File: config.mk
export PLATFORM = sky130hd
export DESIGN_NAME = sha256_job_scheduler_flat
export DESIGN_NICKNAME = d
export VERILOG_FILES = /design/src/rtl/sha256_job_scheduler_if.sv /design/src/rtl/sha256_job_scheduler.sv /design/src/flat_wrapper.sv
export SDC_FILE = /design/constraint.sdc
export NUM_CORES = 1
export LEC_CHECK = 0
export BUFFER_PORTS_ARGS = -buffer_cell sky130_fd_sc_hd__buf_2
export CORE_AREA = 8 8 214 216
export CTS_CLUSTER_SIZE = 12
export DETAILED_ROUTE_END_ITERATION = 16
export DIE_AREA = 0 0 222 224
export SYNTH_ARGS = -nofsm -noshare
export SYNTH_HDL_FRONTEND = slang
export SYNTH_SLANG_ARGS = --single-unit
export TNS_END_PERCENT = 100
File: constraint.sdc
create_clock -name clk -period 2.43 [get_ports clk]
set_input_delay 0.243 -clock clk [delete_from_list [all_inputs] [get_ports clk]]
set_output_delay 0.243 -clock clk [all_outputs]
set_load 0.005 [all_outputs]
File: src/rtl/sha256_job_scheduler_if.sv
// Purpose: bundles the requester and SHA-256 core signals of the job scheduler.
// Latency: none, wiring only.
// Backpressure: req_valid is held until req_accept; core pulses wait for core_ready; responses have none.
interface sha256_job_scheduler_if #(
  parameter int IDX_W = 8,
  parameter int DIG_W = 256
);
  // requester side
  logic [1:0]         req_valid;
  logic [2*IDX_W-1:0] req_first;
  logic [2*IDX_W-1:0] req_count;
  logic [1:0]         req_accept;
  // compression core side
  logic               core_init;
  logic               core_next;
  logic [IDX_W-1:0]   core_block_idx;
  logic               core_ready;
  logic [DIG_W-1:0]   core_digest;
  logic               core_digest_valid;
  // response side
  logic               rsp_valid;
  logic               rsp_id;
  logic               rsp_error;
  logic [DIG_W-1:0]   rsp_digest;
  logic               busy;

  // environment view: requesters plus the compression core
  modport master (
    output req_valid, req_first, req_count, core_ready, core_digest, core_digest_valid,
    input  req_accept, core_init, core_next, core_block_idx,
    input  rsp_valid, rsp_id, rsp_error, rsp_digest, busy
  );

  // scheduler view
  modport slave (
    input  req_valid, req_first, req_count, core_ready, core_digest, core_digest_valid,
    output req_accept, core_init, core_next, core_block_idx,
    output rsp_valid, rsp_id, rsp_error, rsp_digest, busy
  );
endinterface

File: src/rtl/sha256_job_scheduler.sv
// Purpose: round-robin sharing of one SHA-256 core between two requesters, walking ROM block runs.
// Latency: accept at t, first core pulse at t+1, response one cycle after the last digest (t+1 for count 0).
// Backpressure: requests wait in IDLE until granted; ISSUE stalls on core_ready; responses cannot be stalled.
module sha256_job_scheduler #(
  parameter int IDX_W       = 8,
  parameter int DIG_W       = 256,
  parameter int TIMEOUT_CYC = 1024
) (
  input logic                  clk,
  input logic                  rst,
  sha256_job_scheduler_if.slave bus
);

  localparam logic [1:0] IDLE  = 2'd0;
  localparam logic [1:0] ISSUE = 2'd1;
  localparam logic [1:0] WAIT  = 2'd2;
  localparam logic [1:0] DONE  = 2'd3;

  localparam int              WD_W    = $clog2(TIMEOUT_CYC + 1);
  localparam logic [WD_W-1:0] WD_LAST = WD_W'(TIMEOUT_CYC - 1);

  logic [1:0]       state;
  logic             last_grant;
  logic [IDX_W-1:0] cur_idx;
  logic [IDX_W-1:0] remaining;
  logic             id_q;
  logic             first_blk;
  logic             err_q;
  logic [WD_W-1:0]  wd_cnt;
  logic [DIG_W-1:0] dig_q;

  logic             gnt_vld;
  logic             gnt_id;
  logic [IDX_W-1:0] gnt_first;
  logic [IDX_W-1:0] gnt_count;
  logic             wd_expire;
  logic             issue_fire;

  // Arbitration and issue qualification; a tie goes to the requester not granted last.
  // Accept is gated by rst so it stays low while reset is held.
  always_comb begin
    gnt_vld    = (state == IDLE) && rst && (bus.req_valid != 2'b00);
    gnt_id     = (bus.req_valid == 2'b11) ? ~last_grant : bus.req_valid[1];
    gnt_first  = gnt_id ? bus.req_first[2*IDX_W-1:IDX_W] : bus.req_first[IDX_W-1:0];
    gnt_count  = gnt_id ? bus.req_count[2*IDX_W-1:IDX_W] : bus.req_count[IDX_W-1:0];
    wd_expire  = ((state == ISSUE) || (state == WAIT)) && (wd_cnt == WD_LAST);
    issue_fire = (state == ISSUE) && bus.core_ready && !wd_expire;
  end

  assign bus.req_accept     = gnt_vld ? (gnt_id ? 2'b10 : 2'b01) : 2'b00;
  assign bus.core_init      = issue_fire && first_blk;
  assign bus.core_next      = issue_fire && !first_blk;
  // cur_idx only moves on a digest, so the index is stable from pulse to digest
  assign bus.core_block_idx = cur_idx;
  assign bus.rsp_valid      = (state == DONE);
  assign bus.rsp_id         = id_q;
  assign bus.rsp_error      = err_q;
  assign bus.rsp_digest     = dig_q;
  assign bus.busy           = (state != IDLE);

  // Job state machine: latch on grant, issue/wait per block, watchdog, single-cycle response.
  always_ff @(posedge clk or negedge rst) begin
    if (!rst) begin
      state      <= IDLE;
      last_grant <= 1'b1;
      cur_idx    <= '0;
      remaining  <= '0;
      id_q       <= 1'b0;
      first_blk  <= 1'b0;
      err_q      <= 1'b0;
      wd_cnt     <= '0;
      dig_q      <= '0;
    end else begin
      case (state)
        IDLE: begin
          if (gnt_vld) begin
            cur_idx    <= gnt_first;
            remaining  <= gnt_count;
            id_q       <= gnt_id;
            first_blk  <= 1'b1;
            last_grant <= gnt_id;
            wd_cnt     <= '0;
            if (gnt_count == '0) begin
              err_q <= 1'b1;
              dig_q <= '0;
              state <= DONE;
            end else begin
              state <= ISSUE;
            end
          end
        end
        ISSUE: begin
          if (wd_expire) begin
            err_q <= 1'b1;
            dig_q <= '0;
            state <= DONE;
          end else begin
            wd_cnt <= wd_cnt + 1'b1;
            if (bus.core_ready) begin
              first_blk <= 1'b0;
              state     <= WAIT;
            end
          end
        end
        WAIT: begin
          // a digest arriving in the expiry cycle still completes the block
          if (bus.core_digest_valid) begin
            remaining <= remaining - 1'b1;
            if (remaining == IDX_W'(1)) begin
              dig_q <= bus.core_digest;
              err_q <= 1'b0;
              state <= DONE;
            end else begin
              cur_idx <= cur_idx + 1'b1;
              wd_cnt  <= '0;
              state   <= ISSUE;
            end
          end else if (wd_expire) begin
            err_q <= 1'b1;
            dig_q <= '0;
            state <= DONE;
          end else begin
            wd_cnt <= wd_cnt + 1'b1;
          end
        end
        default: begin
          state <= IDLE;
        end
      endcase
    end
  end

endmodule

File: src/flat_wrapper.sv
// flat-port wrapper written by rule: the top's interface ports become plain ports
module sha256_job_scheduler_flat 
#(
  parameter int IDX_W       = 8,
  parameter int DIG_W       = 256,
  parameter int TIMEOUT_CYC = 1024
)
  (clk, rst, bus_req_valid, bus_req_first, bus_req_count, bus_core_ready, bus_core_digest, bus_core_digest_valid, bus_req_accept, bus_core_init, bus_core_next, bus_core_block_idx, bus_rsp_valid, bus_rsp_id, bus_rsp_error, bus_rsp_digest, bus_busy);
  sha256_job_scheduler_if #(.IDX_W(IDX_W), .DIG_W(DIG_W)) bus_i ();
  input logic clk;
  input logic rst;
  input wire logic [$bits(bus_i.req_valid)-1:0] bus_req_valid;
  input wire logic [$bits(bus_i.req_first)-1:0] bus_req_first;
  input wire logic [$bits(bus_i.req_count)-1:0] bus_req_count;
  input wire logic [$bits(bus_i.core_ready)-1:0] bus_core_ready;
  input wire logic [$bits(bus_i.core_digest)-1:0] bus_core_digest;
  input wire logic [$bits(bus_i.core_digest_valid)-1:0] bus_core_digest_valid;
  output wire logic [$bits(bus_i.req_accept)-1:0] bus_req_accept;
  output wire logic [$bits(bus_i.core_init)-1:0] bus_core_init;
  output wire logic [$bits(bus_i.core_next)-1:0] bus_core_next;
  output wire logic [$bits(bus_i.core_block_idx)-1:0] bus_core_block_idx;
  output wire logic [$bits(bus_i.rsp_valid)-1:0] bus_rsp_valid;
  output wire logic [$bits(bus_i.rsp_id)-1:0] bus_rsp_id;
  output wire logic [$bits(bus_i.rsp_error)-1:0] bus_rsp_error;
  output wire logic [$bits(bus_i.rsp_digest)-1:0] bus_rsp_digest;
  output wire logic [$bits(bus_i.busy)-1:0] bus_busy;
  assign bus_i.req_valid = bus_req_valid;
  assign bus_i.req_first = bus_req_first;
  assign bus_i.req_count = bus_req_count;
  assign bus_i.core_ready = bus_core_ready;
  assign bus_i.core_digest = bus_core_digest;
  assign bus_i.core_digest_valid = bus_core_digest_valid;
  assign bus_req_accept = bus_i.req_accept;
  assign bus_core_init = bus_i.core_init;
  assign bus_core_next = bus_i.core_next;
  assign bus_core_block_idx = bus_i.core_block_idx;
  assign bus_rsp_valid = bus_i.rsp_valid;
  assign bus_rsp_id = bus_i.rsp_id;
  assign bus_rsp_error = bus_i.rsp_error;
  assign bus_rsp_digest = bus_i.rsp_digest;
  assign bus_busy = bus_i.busy;
  sha256_job_scheduler #(.IDX_W(IDX_W), .DIG_W(DIG_W), .TIMEOUT_CYC(TIMEOUT_CYC)) u_core (.clk(clk), .rst(rst), .bus(bus_i));
endmodule
==> impl_metrics.py <==
metrics = {
    "run_status": {
        "status": "finished, final reports clean",
    },
    "synthesis": {
        "synth.distinct_cells": 47,
        "syn-instance-count": 859,
        "synthesis.area_sq_mm": 0.0113,
        "ys_warn_count": 0,
        "synth_most_common_cell": "dfrtp_1",
        "synth_largest_area_cell": "dfrtp_1",
        "async_flop_share": 1.00,
        "syn_nets": 1161,
        "synth.avg_cell_area_sq_um": 13.2,
        "seq_area_frac_synth": 0.638,
        "synthTopCellsByCount": "dfrtp_1, a22o_1, nor2_1",
        "yosys_register_bits": 289,
        "synth_top_area_frac": 0.636,
        "yosys-top-cells-area": "dfrtp_1, a22o_1, buf_6",
        "synth_edf_count": 0,
        "synth-main-ff-cell": "dfrtp_1",
    },
    "global_route": {
        "first_global_vias": 11700,
        "grt.overflow.total": 0,
        "grt_pass1_wl_mm": 70.2,
        "met3_usage": 0.0500,
        "antenna_found_initial": 5,
        "grt_max_degree": 164,
        "grt_busiest_layer": "met2",
        "met2_usage": 0.282,
        "met1_usage": 0.221,
        "grt_use_total": 0.174,
    },
    "placement": {
        "dp.cells": 1955,
        "hpwl_mm": 30.8,
        "placed_area_sq_mm": 0.0150,
        "place_congestion": 0.856,
        "io_buffers": 565,
    },
    "die": {
        "initial_utilization": 0.267,
        "coreArea_sq_mm": 0.0425,
        "floorplan.rows": 76,
        "die_w_um": 222,
        "dieArea_sq_mm": 0.0497,
        "pin_count": 566,
        "fp.dieH_um": 224,
    },
    "power_and_ir_drop": {
        "leakagePower_nw": 9.95,
        "irDropWorstVdd_mv": 0.583,
        "p_per_area_mw_per_mm2": 970,
    },
    "worst_setup_path": {
        "critPathRequiredTime_ps": 2190,
        "worst-setup-path-type": "reg -> out",
        "cp-start-kind": "flop",
        "worstReg2RegEnd": "u_core.bus.rsp_digest[11]",
        "endpoint_kind": "output pin",
        "regToRegSetupSlack_ps": 160,
        "reg2reg_from": "u_core.state[0]",
        "r2r_cells": 10,
        "cpMaxStageDelayCell": "dfrtp_1",
        "crit_path_max_fanout": 3,
        "slowest_delay_ps": 380,
        "cp_cell_sequence": "inv_2, ha_4, nand3b_1, nor3_4, buf_4, nor3_1, buf_2",
        "cp-endpoint": "bus_core_next",
        "startpoint": "u_core.state[1]",
        "worst_ep_arrival_time_ps": 2060,
    },
    "clock_tree": {
        "cts_buffer_depth": 3,
        "numClockSinks": 289,
        "cts_made_buffers": 31,
        "cts_tree": "done",
        "htreeDepth": 1,
        "clkTransAtPathRegs_ps": 60,
        "cts-root-buf": "clkbuf_16",
        "insertion_delay_ps": 560,
    },
    "routing": {
        "wl_per_cell_um": 20.3,
        "wl_mm": 46.3,
        "first_pass_iters": 5,
        "drc": 0,
        "ant_nets": 0,
        "routed-via-count": 11100,
        "via_per_inst": 4.88,
        "drt_iter0_drc": 943,
    },
    "timing": {
        "maxSlewViolCount": 0,
        "setup_viol": 0,
        "rsz0062_at_grt": "false",
        "period_needed_ps": 2310,
        "max_slew_margin": 0.347,
        "clock_skew_ps": 8.57,
        "max_freq_ghz": 0.434,
        "tightestPinTransition_ps": 980,
        "final_hold_viol_count": 0,
        "totalNegativeSetupSlack_ps": 0,
        "fin_crit_sh": 0.949,
    },
    "finish": {
        "final_cells": 2278,
        "fin_area_sq_mm": 0.0188,
        "drive_gt1_frac": 0.401,
        "synthToLayoutAreaGrowth_pct": 65.6,
        "fin_nets": 2010,
    },
    "min_path": {
        "hold_class": "in -> reg",
        "min_from": "bus_req_count[9]",
    },
    "run": {
        "max-cap-violations": 0,
    },
}
## registers in the layout (all words and copies together) (netlist names)
register                   cells
u_core.bus.core_block_idx      8
u_core.bus.rsp_id              1
u_core.remaining               8
u_core.last_grant              1
u_core.bus.rsp_digest        256
u_core.bus.rsp_error           1
u_core.first_blk               1
u_core.wd_cnt                 11
u_core.state                   2
## cell families after synthesis
| kind of cell | count (synthesis) | share of synthesized area |
|---|---|---|
| compound gates | 347 | 0.249 |
| fa+ha+maj | 8 | 0.00883 |
| buf+inv | 79 | 0.0456 |
| flops | 289 | 0.638 |
| mux | 2 | 0.00188 |
| simple gates | 134 | 0.0566 |
## power by group
group / switching (mW) / internal (mW) / leakage (nW)
combinational: 3.37 / 3.09 / 5.49
sequential: 0.867 / 6.04 / 3.95
clock: 1.90 / 2.95 / 0.503
## worst max-delay path: cells and delay by family, from the launching register on
family,cells,cell delay (ps)
adders and majority gates,1,290
buffers and inverters,3,360
DFF,1,380
and+or+nand+nor,3,470
## through the flow
stage	setup WS [ps]	hold slack, ps	total power, mW	util
after floorplan	287	-52.6	9.69	-
after global placement	39.0	52.5	12.6	0.353
after detailed placement	34.0	50.9	12.7	0.353
after CTS	1.05	12.4	18.0	0.439
after global routing	10.3	64.4	19.2	0.442
final	124	64.6	18.2	0.442
## cell type report
type	instances	area, sq um
diodes	2	5.00
clock buffers	48	900
clock inverters	7	141
fillers	3807	23700
inverters	10	37.5
multi-input cells	491	3650
flip-flops and latches	289	7230
well taps	546	683
repair buffers	885	6120
## timing repair
action / 4_1_cts / 5_1_grt
cloned: 0 / 2
gates resized for setup: 2 / 15
pin swaps: 2 / 6
hold buffers: 258 / 0
setup buffers: 3 / 3
endpoints found under the setup margin: 2 / 248
hold endpoints to repair: 382 / 0
## layout by cell type, fill, tap and decap left out, drive strengths merged, types with 2 or more instances in the layout
master / n
bufinv: 4
buf: 625
nor4: 4
o31ai: 4
a31oi: 5
o22ai: 9
diode: 2
a21boi: 4
nor2: 51
and3: 7
nor3: 6
dfrtp: 288
nor3b: 4
ha: 8
nand3: 12
nor2b: 3
a21o: 2
o21ai: 30
o211ai: 3
nand4: 12
o221a: 3
clkbuf: 50
nand2: 25
inv: 11
or3: 2
a21oi: 20
a41oi: 2
a22o: 257
and2: 4
dlygate4sd3: 258
## layer usage
layer | vias up | part of all wire
li1 | 4986 | -
met1 | 5399 | 0.41
met2 | 628 | 0.47
met3 | 92 | 0.084
met4 | 6 | 0.029
met5 | - | 0.00078
## how the worst min path moves through the flow
stage | to | depth (start not counted)
final | u_core.remaining[1] | 5
after CTS | u_core.remaining[1] | 5
after global routing | u_core.remaining[1] | 5
after floorplan | u_core.bus.core_block_idx[0] | 0
after global placement | u_core.state[1] | 1
after detailed placement | u_core.state[1] | 1
Power figures use the tool's default switching activity.
